<file path="src/rtl/quad_decoder_pkg.sv">
// Shared types and helpers for the quadrature decoder: phase states, direction codes,
// and the mapping between phase states and filtered {A,B} levels.
package quad_decoder_pkg;

    typedef enum logic [2:0] {
        INIT,
        P00,
        P10,
        P11,
        P01
    } phase_t;

    localparam logic DIR_UP   = 1'b0;
    localparam logic DIR_DOWN = 1'b1;

    function automatic phase_t phase_of(input logic [1:0] ab);
        case (ab)
            2'b00:   return P00;
            2'b10:   return P10;
            2'b11:   return P11;
            default: return P01;
        endcase
    endfunction

    function automatic logic [1:0] ab_of(input phase_t p);
        case (p)
            P10:     return 2'b10;
            P11:     return 2'b11;
            P01:     return 2'b01;
            default: return 2'b00;
        endcase
    endfunction

    // Successor of a phase in the forward (count-up) direction: 00 -> 10 -> 11 -> 01 -> 00.
    function automatic logic [1:0] fwd_next(input logic [1:0] ab);
        case (ab)
            2'b00:   return 2'b10;
            2'b10:   return 2'b11;
            2'b11:   return 2'b01;
            default: return 2'b00;
        endcase
    endfunction

endpackage

</file>
<file path="src/rtl/qdec_filter.sv">
// Per-channel synchronizer chain followed by a glitch filter that only follows the
// synchronized level after FILTER_LEN consecutive samples differing from its output.
module qdec_filter #(
    parameter int SYNC_STAGES = 2,
    parameter int FILTER_LEN  = 3
) (
    input  logic clk,
    input  logic resetn,
    input  logic din,
    output logic level,
    output logic level_next
);

    localparam int CW = $clog2(FILTER_LEN + 1);

    logic [SYNC_STAGES-1:0] sync_q, sync_d;
    logic [CW-1:0]          cnt_q, cnt_d;
    logic                   filt_q, filt_d;
    logic                   sample;

    assign sample = sync_q[SYNC_STAGES-1];

    // The run counter restarts whenever the sample agrees with the output again.
    always_comb begin
        sync_d = {sync_q[SYNC_STAGES-2:0], din};
        cnt_d  = '0;
        filt_d = filt_q;
        if (sample != filt_q) begin
            if (cnt_q == CW'(FILTER_LEN - 1)) begin
                filt_d = sample;
            end else begin
                cnt_d = cnt_q + CW'(1);
            end
        end
    end

    always_ff @(posedge clk or negedge resetn) begin
        if (!resetn) begin
            sync_q <= '0;
            cnt_q  <= '0;
            filt_q <= 1'b0;
        end else begin
            sync_q <= sync_d;
            cnt_q  <= cnt_d;
            filt_q <= filt_d;
        end
    end

    assign level      = filt_q;
    assign level_next = filt_d;

endmodule

</file>
<file path="src/rtl/quad_decoder.sv">
// Quadrature decoder: filtered A/B phase tracking, up/down position, sticky error.
// Define QUAD_DECODER_INDEX_EN to enable loading INDEX_VAL on a rising filtered index.
module quad_decoder
    import quad_decoder_pkg::*;
#(
    parameter int             N           = 8,
    parameter int             SYNC_STAGES = 2,
    parameter int             FILTER_LEN  = 3,
    parameter logic [N-1:0]   INDEX_VAL   = '0
) (
    input  logic         clk,
    input  logic         resetn,
    input  logic         a_in,
    input  logic         b_in,
    input  logic         idx_in,
    input  logic         clear,
    input  logic         err_clr,
    output logic         step,
    output logic         dir,
    output logic [N-1:0] position,
    output logic         err
);

    localparam int INIT_CYC = SYNC_STAGES + FILTER_LEN;
    localparam int ICW      = $clog2(INIT_CYC + 1);

    logic a_lvl, b_lvl, a_nxt, b_nxt;
    logic idx_load;

    phase_t         state_q, state_d;
    logic [ICW-1:0] init_cnt_q, init_cnt_d;
    logic [N-1:0]   pos_q, pos_d;
    logic           step_q, step_d;
    logic           dir_q, dir_d;
    logic           err_q, err_d;

    logic [1:0] cur_ab, new_ab;
    logic       go_up, go_down, illegal;

    qdec_filter #(.SYNC_STAGES(SYNC_STAGES), .FILTER_LEN(FILTER_LEN)) u_a_filter (
        .clk(clk), .resetn(resetn), .din(a_in), .level(a_lvl), .level_next(a_nxt)
    );

    qdec_filter #(.SYNC_STAGES(SYNC_STAGES), .FILTER_LEN(FILTER_LEN)) u_b_filter (
        .clk(clk), .resetn(resetn), .din(b_in), .level(b_lvl), .level_next(b_nxt)
    );

`ifdef QUAD_DECODER_INDEX_EN
    logic idx_lvl, idx_nxt_unused;
    logic idx_prev_q, idx_prev_d;

    qdec_filter #(.SYNC_STAGES(SYNC_STAGES), .FILTER_LEN(FILTER_LEN)) u_idx_filter (
        .clk(clk), .resetn(resetn), .din(idx_in), .level(idx_lvl), .level_next(idx_nxt_unused)
    );

    always_comb idx_prev_d = idx_lvl;

    always_ff @(posedge clk or negedge resetn) begin
        if (!resetn) idx_prev_q <= 1'b0;
        else         idx_prev_q <= idx_prev_d;
    end

    assign idx_load = idx_lvl & ~idx_prev_q;
`else
    logic unused_idx;
    assign unused_idx = ^{idx_in, INDEX_VAL};
    assign idx_load   = 1'b0;
`endif

    // INIT exits on the same edge the filters settle, so it uses their next values.
    always_comb begin
        state_d    = state_q;
        init_cnt_d = init_cnt_q;
        pos_d      = pos_q;
        step_d     = 1'b0;
        dir_d      = dir_q;
        err_d      = err_q;
        cur_ab     = ab_of(state_q);
        new_ab     = {a_lvl, b_lvl};
        go_up      = 1'b0;
        go_down    = 1'b0;
        illegal    = 1'b0;

        case (state_q)
            INIT: begin
                if (init_cnt_q == ICW'(INIT_CYC - 1)) begin
                    state_d = phase_of({a_nxt, b_nxt});
                end else begin
                    init_cnt_d = init_cnt_q + ICW'(1);
                end
            end
            default: begin
                if (new_ab != cur_ab) begin
                    state_d = phase_of(new_ab);
                    if (new_ab == fwd_next(cur_ab))      go_up   = 1'b1;
                    else if (cur_ab == fwd_next(new_ab)) go_down = 1'b1;
                    else                                 illegal = 1'b1;
                end
            end
        endcase

        if (go_up || go_down) begin
            step_d = 1'b1;
            dir_d  = go_down ? DIR_DOWN : DIR_UP;
            pos_d  = go_down ? pos_q - N'(1) : pos_q + N'(1);
        end

        if (err_clr) err_d = 1'b0;
        if (illegal) err_d = 1'b1;

        if (clear)         pos_d = '0;
        else if (idx_load) pos_d = INDEX_VAL;
    end

    always_ff @(posedge clk or negedge resetn) begin
        if (!resetn) begin
            state_q    <= INIT;
            init_cnt_q <= '0;
            pos_q      <= '0;
            step_q     <= 1'b0;
            dir_q      <= DIR_UP;
            err_q      <= 1'b0;
        end else begin
            state_q    <= state_d;
            init_cnt_q <= init_cnt_d;
            pos_q      <= pos_d;
            step_q     <= step_d;
            dir_q      <= dir_d;
            err_q      <= err_d;
        end
    end

    assign step     = step_q;
    assign dir      = dir_q;
    assign position = pos_q;
    assign err      = err_q;

endmodule

</file>
<file path="config.mk">
export PLATFORM = sky130hd
export DESIGN_NAME = quad_decoder
export DESIGN_NICKNAME = d
export VERILOG_FILES = /design/src/rtl/quad_decoder_pkg.sv /design/src/rtl/qdec_filter.sv /design/src/rtl/quad_decoder.sv
export SDC_FILE = /design/constraint.sdc
export NUM_CORES = 1
export LEC_CHECK = 0
export CAP_MARGIN = 20
export CORE_MARGIN = 2
export CORE_UTILIZATION = 30
export DETAILED_ROUTE_END_ITERATION = 10
export HOLD_SLACK_MARGIN = 0.1
export PLACE_DENSITY = 0.49
export SKIP_CTS_REPAIR_TIMING = 1
export SYNTH_ARGS = -nofsm -noshare
export SYNTH_HDL_FRONTEND = slang
export SYNTH_SLANG_ARGS = --single-unit
</file>
<file path="constraint.sdc">
create_clock -name clk -period 3.2 [get_ports clk]
set_input_delay 0.48 -clock clk [delete_from_list [all_inputs] [get_ports clk]]
set_output_delay 0.48 -clock clk [all_outputs]
set_load 0.02 [all_outputs]
</file>
# Word level (Yosys, flattened, before mapping)
# Index checks and enable logic that the tools add are counted.
# Widths: inputs -> output; s select.
[totals]
register_bits = 27
input_bits = 7
out_inout_bits = 11
word_cells = 85
[classes]
addsub = 5
n_eq_ne = 18
mux = 39
bitwise = 1
n_reduce_logical = 10
[ops]
columns = ["cell", "n"]
rows = [
  ["$mux 8", 3],
  ["$mux 1", 19],
  ["$mux 2", 9],
  ["$pmux 2 s3", 3],
  ["$pmux 3 s3", 2],
  ["$eq 2x2->1 const B", 8],
  ["$mux 3", 3],
  ["$add 8x1->8 const B", 1],
  ["$sub 8x1->8 const B", 1],
  ["$eq 3x2->1 const B", 2],
  ["$eq 3x3->1 const B", 2],
  ["$logic_not 2->1", 3],
  ["$reduce_bool 2->1", 3],
  ["$add 2x1->2 const B", 2],
  ["$eq 2x2->1", 2],
  ["$reduce_and 2->1", 2],
  ["$add 3x1->3 const B", 1],
  ["$logic_not 3->1", 1],
  ["$ne 1x1->1", 2],
  ["$ne 2x2->1", 1],
  ["$ne 2x2->1 const B", 1],
  ["$logic_or 1x1->1", 1],
  ["$not 1->1", 1],
]

# Logic depth before layout (Yosys ltp)
[depth]
word_depth = 18
ltp_mapped = 13

# Cells and area by module
# From an unflattened synthesis, not the netlist that was laid out.
[unflattened]
hier_cells = 175
hier_area_um2 = 1809.2
[modules_own_cells]
columns = ["mod", "n_inst", "cells_each", "area_each_um2", "seq_area_each_um2"]
rows = [
  ["quad_decoder", 1, 155, 1458.9, 425.4],
  ["qdec_filter", 2, 10, 175.2, 125.1],
]

# Worst setup path before layout
# No wires, ideal clock.
[synth_path]
path_kind = "register -> register"
startpoint = "reg u_a_filter.filt_q (netlist: u_a_filter.level)"
endpoint = "reg pos_q[7] (netlist: position[7])"
setup_time_ns = 0.104
t_arrival_ns = 3.352
path_slack_ns = -0.255
path_stages_with_launch = 14
path_cell_list = "dfrtp_1 > buf_2 > inv_1 > ha_1 > o21bai_1 > xor2_1 > nand3_1 > nor3_1 > ha_1 > a211oi_1 > o211ai_1 > o21a_1 > or4_1 > o311ai_1"
[synth_between]
elab_chain_len = 13
word_cells_on_any_way = 22
classes_between = "eq/ne (5); mux (14); reduce/logical (3)"
[synth_rtl]
columns = ["item", "line", "rtl"]
rows = [
  ["start, declared", "qdec_filter.sv:18", "logic filt_q, filt_d;"],
  ["start signal, assigned", "qdec_filter.sv:45", "filt_q <= filt_d;"],
  ["$eq 2x2->1 / $logic_not 2->1 (equally long branches)", "quad_decoder_pkg.sv:36", "case (ab)"],
  ["$pmux 2 s3", "quad_decoder_pkg.sv:36", ""],
  ["$mux 2", "quad_decoder.sv:95", "if (new_ab == fwd_next(cur_ab)) go_up = 1'b1;"],
  ["$mux 2", "quad_decoder.sv:93", "if (new_ab != cur_ab) begin"],
  ["$mux 2", "quad_decoder.sv:84", "case (state_q)"],
  ["$eq 2x2->1", "quad_decoder.sv:96", "else if (cur_ab == fwd_next(new_ab)) go_down = 1'b1;"],
  ["$mux 1", "quad_decoder.sv:96", ""],
  ["$mux 1", "quad_decoder.sv:95", ""],
  ["$mux 1 *", "quad_decoder.sv:93", ""],
  ["$mux 1 *", "quad_decoder.sv:84", ""],
  ["named net go_down", "quad_decoder.sv:38", "logic go_up, go_down, illegal;"],
  ["$mux 8", "quad_decoder.sv:105", "pos_d = go_down ? pos_q - N'(1) : pos_q + N'(1);"],
  ["$mux 8", "quad_decoder.sv:102", "if (go_up || go_down) begin"],
  ["$mux 8", "quad_decoder.sv:111", "if (clear) pos_d = '0;"],
  ["end signal, assigned", "quad_decoder.sv:126", "pos_q <= pos_d;"],
  ["end, declared", "quad_decoder.sv:32", "logic [N-1:0] pos_q, pos_d;"],
]
# The timed path passes the listed nets; every way through them passes the cells marked *. The select of a mux whose other input is x is not followed.
# A chain may end at the register's enable or synchronous reset.

# Worst setup path after layout
[layout_path]
startpoint = "reg u_b_filter.filt_q (netlist: u_b_filter.level)"
endpoint = "reg pos_q[7] (netlist: position[7])"
[layout_between]
elab_chain_len = 13
word_cells_on_any_way = 22
classes_between = "eq/ne (5); mux (14); reduce/logical (3)"
[layout_rtl]
columns = ["item", "line"]
rows = [
  ["start, declared", "qdec_filter.sv:18"],
  ["start signal, assigned", "qdec_filter.sv:45"],
  ["$eq 2x2->1 / $logic_not 2->1 (equally long branches)", "quad_decoder_pkg.sv:36"],
  ["$pmux 2 s3", "quad_decoder_pkg.sv:36"],
  ["$mux 2", "quad_decoder.sv:95"],
  ["$mux 2", "quad_decoder.sv:93"],
  ["$mux 2", "quad_decoder.sv:84"],
  ["$eq 2x2->1", "quad_decoder.sv:96"],
  ["$mux 1", "quad_decoder.sv:96"],
  ["$mux 1", "quad_decoder.sv:95"],
  ["$mux 1 *", "quad_decoder.sv:93"],
  ["$mux 1 *", "quad_decoder.sv:84"],
  ["named net go_down", "quad_decoder.sv:38"],
  ["$mux 8", "quad_decoder.sv:105"],
  ["$mux 8", "quad_decoder.sv:102"],
  ["$mux 8", "quad_decoder.sv:111"],
]
# Marks and branches as above.

==> results.md <==
- Run status: finished clean
- Synth-to-Final Area Change: 27.9%
- Worst skew pair latency: 0.28 ns
- Inst Count DP: approximately 280
- Path type of the worst min-delay path: reg2reg
- Clock tree from TritonCTS: built
- Final hold viol count: 0
- Largest net degree at the start of global routing: 28
- Number of synthesized flops with an enable pin: 0
- Cell at the root of the clock tree: sky130_fd_sc_hd__clkbuf_8
- RD Place Congestion: around 0.77
- Most instantiated library cell after synthesis: sky130_fd_sc_hd__dfrtp_1
- Count of boundary I/O pins: 18
- Total power per unit cell area: 1180 mW/mm²
- R2r setup slk: roughly 0.16 ns
- Arrival time at the worst endpoint: between 3 and 4 ns
- Kind of critical path: reg2reg
- Overall routed net length: roughly 4.0 mm
- Total vias in the final route: 1477
- Synth area leaders: sky130_fd_sc_hd__dfrtp_1, sky130_fd_sc_hd__ha_1, sky130_fd_sc_hd__a21oi_1, sky130_fd_sc_hd__nor2b_1, sky130_fd_sc_hd__nor2_1
- IO Port Bufs: 16
- Initial cell density of the core: approximately a third
- Nets: around 240
- Maximum resistive drop on vdd: about 0.00035 V
- Worst-path clk slew: 0.10 ns
- Worst-case headroom to the max-slew limit: about three fifths
- Syn. warnings: 0
- Required @ worst endpoint: between 3 and 4 ns
- Final setup TNS: 0 ns
- Antenna viol nets, final: 0
- Fraction of final layout cells sized beyond drive strength 1: between 20% and 30%
- Final instance area: between 0.002 and 0.0025 mm²
- Post-synthesis sequential area ratio: a little under two fifths
- Maximum fanout along the worst path: 6
- Launch point of the critical path: u_b_filter.level
- Yosys reg bits: 27
- Antenna Cells: 0
- Cell types with the highest counts after synthesis: sky130_fd_sc_hd__dfrtp_1, sky130_fd_sc_hd__ha_1, sky130_fd_sc_hd__nor2_1
- Core region area: 0.00561 mm²
- Number of placement rows: 27
- Number of CTS-inserted buffers: 3
- Post-synth design cell area: between 0.0015 and 0.002 mm²
- Highest clock frequency the design can meet: roughly 330 MHz
- Wire length of the first global-routing pass: ~6.6 mm
- P_leak: approximately 0.96 nW
- Ys async rst share: between 90% and 100%
- Ratio of routed vias to standard cells: 5.13
- Mean area per synthesized cell: around 9.7 µm²
- Worst-case clock skew: 0.00648 ns
- Top cell type by total area after synthesis: sky130_fd_sc_hd__dfrtp_1
- Most used flip-flop cell after synthesis: sky130_fd_sc_hd__dfrtp_1
- DRC violation count after routing: 0
- Number of buffers on the longest clock path: 2
- Total count of max-transition violations in the final report: 0
- Max-capacitance violation count: 0
- Post-placement cell area: about 0.0021 mm²
- Vias in the first global route: roughly 1.4k
- Origin of the critical flop-to-flop path: u_b_filter.level
- First-pass iteration count of the detailed router: 5
- Area share of the leading cell type in the synthesized netlist: about two fifths
- Filler-free cell count of the finished design: between 200 and 300
- Capturing point of the worst reg2reg path: position[7]
- Count of mapped cells out of synthesis: 181
- DP HPWL: 2.98 mm
- Die Y-Extent: just over 80 µm
- Aggregate global-route resource usage: a little over an eighth
- Final Cycle Share: between 90 and 100%
- Reg2Reg Depth: 13
- Post-detailed-route wirelength per cell: around 14 µm
- Full die area: ~0.0065 mm²
- Least-Margin Pin Slew: 0.604 ns
- CTS sink count: 27
- DIE WIDTH: a little over 80 µm
- Number of endpoints failing setup at the final stage: 0
- Post-synth cell types: between 50 and 60
- Number of antenna violations at the first check in global routing: 0
- Crit. End Element: flip-flop
- H-tree depth reported by CTS: 1
- Number of nets in the synthesized netlist: just over 200
- Minimum period implied by the final worst setup slack: between 3 and 4 ns
- Capturing instance or port of the critical path: position[7]
- Iter 0 DRT Violations: between 50 and 60
- Overflow after GRT: 0
- Sort of element at the start of the critical path: flip-flop
[power by group]
| part | internal (mW) | switching, mW | total (mW) | leakage, nW |
|---|---|---|---|---|
| Sequential | 0.454 | 0.124 | 0.578 | 0.339 |
| Combinational | 0.925 | 0.945 | 1.87 | 0.597 |
| Clock | 0.0886 | 0.116 | 0.205 | 0.0217 |
| Total | 1.47 | 1.18 | 2.65 | 0.957 |
[placed cells by master (no fill, tap or decap), types with 3 or more instances in the layout]
| cell type | netlist | final |
|---|---|---|
| sky130_fd_sc_hd__nand2_1 | 7 | 7 |
| sky130_fd_sc_hd__or3_1 | 3 | 3 |
| sky130_fd_sc_hd__mux2i_1 | 3 | 3 |
| sky130_fd_sc_hd__o21a_1 | 3 | 3 |
| sky130_fd_sc_hd__a211oi_1 | 3 | 3 |
| sky130_fd_sc_hd__nand3b_1 | 3 | 3 |
| sky130_fd_sc_hd__buf_4 | 0 | 20 |
| sky130_fd_sc_hd__o211ai_1 | 4 | 4 |
| sky130_fd_sc_hd__ha_1 | 13 | 10 |
| sky130_fd_sc_hd__inv_1 | 9 | 7 |
| sky130_fd_sc_hd__a31oi_1 | 4 | 4 |
| sky130_fd_sc_hd__nor2_1 | 13 | 11 |
| sky130_fd_sc_hd__nand3_1 | 5 | 4 |
| sky130_fd_sc_hd__nand2b_1 | 7 | 7 |
| sky130_fd_sc_hd__clkbuf_8 | 0 | 3 |
| sky130_fd_sc_hd__xor2_1 | 3 | 3 |
| sky130_fd_sc_hd__nor3_1 | 6 | 5 |
| sky130_fd_sc_hd__o21ai_0 | 3 | 3 |
| sky130_fd_sc_hd__nor2b_1 | 8 | 8 |
| sky130_fd_sc_hd__xnor2_1 | 5 | 5 |
| sky130_fd_sc_hd__a21oi_1 | 12 | 11 |
| sky130_fd_sc_hd__dfrtp_1 | 27 | 25 |
| sky130_fd_sc_hd__clkdlybuf4s50_1 | 0 | 16 |
[critical path, stage by stage, from the launching register on]
cell and delay (ns):
sky130_fd_sc_hd__dfrtp_2 0.46, sky130_fd_sc_hd__buf_4 0.16, sky130_fd_sc_hd__nor2b_1 0.15, sky130_fd_sc_hd__and2_1 0.23, sky130_fd_sc_hd__nor4_4 0.35, sky130_fd_sc_hd__nor3_4 0.07, sky130_fd_sc_hd__buf_6 0.14, sky130_fd_sc_hd__buf_4 0.13
sky130_fd_sc_hd__ha_1 0.31, sky130_fd_sc_hd__nor2_2 0.14, sky130_fd_sc_hd__nor2b_1 0.07, sky130_fd_sc_hd__o21a_1 0.18, sky130_fd_sc_hd__or4_1 0.46, sky130_fd_sc_hd__o311ai_1 0.09
[worst min-delay path by stage]
stage,from,slack (ns),endpoint,depth (start not counted)
2_1_floorplan,resetn,0.18,dir,0
3_3_place_gp,u_b_filter.sync_q[0],0.34,u_b_filter.sync_q[1],0
3_5_place_dp,u_b_filter.sync_q[0],0.35,u_b_filter.sync_q[1],0
4_1_cts,u_a_filter.sync_q[0],0.37,u_a_filter.sync_q[1],0
5_1_grt,u_a_filter.sync_q[0],0.38,u_a_filter.sync_q[1],0
6_report,u_a_filter.sync_q[0],0.36,u_a_filter.sync_q[1],0
[registers in the layout (all words and copies together) (netlist names)]
register           flops
u_a_filter.cnt_q       2
u_b_filter.sync_q      2
state_q                3
err                    1
step                   1
u_b_filter.cnt_q       2
init_cnt_q             3
dir                    1
u_a_filter.sync_q      2
u_a_filter.level       1
position               8
u_b_filter.level       1
[routing by layer]
metal  vias up  routed length (µm)  GRT usage [%]
met1       715                1920           17.8
li1        731                   -              -
met4         0                  63           4.07
met2        25                1860           21.3
met5         -                   0              0
met3         6                 131           2.58
[cells by family after synthesis]
family          Yosys count  synth area share, %
fa+ha+maj                14                 10.4
simple gates             63                 20.4
flops                    27                 38.3
buf+inv                  16                 3.90
compound gates           48                 19.9
mux                       5                 3.19
xor+xnor                  8                 3.97
[stage by stage]
stage / setup slack (ns) / hold WS (ns) / utilization, % / total power [mW]
after global routing: -0.0246 / 0.380 / 40.2 / 2.88
after global placement: 0.0954 / 0.340 / 37.7 / 2.27
final: 0.156 / 0.364 / 40.2 / 2.65
after floorplan: 0.0145 / 0.184 / - / 1.75
after CTS: 0.0223 / 0.371 / 38.6 / 2.51
after detailed placement: 0.0438 / 0.350 / 37.7 / 2.29
[cell type report]
| class | instances | area, µm² |
|---|---|---|
| sequential | 27 | 678 |
| clock inverter | 1 | 7.51 |
| clock buffer | 3 | 41.3 |
| timing repair buffer | 37 | 322 |
| tap | 72 | 90.1 |
| multi-input combinational | 138 | 1080 |
| fill | 566 | 3350 |
| inverter | 10 | 40.0 |
(Power assumes the default switching activity.)
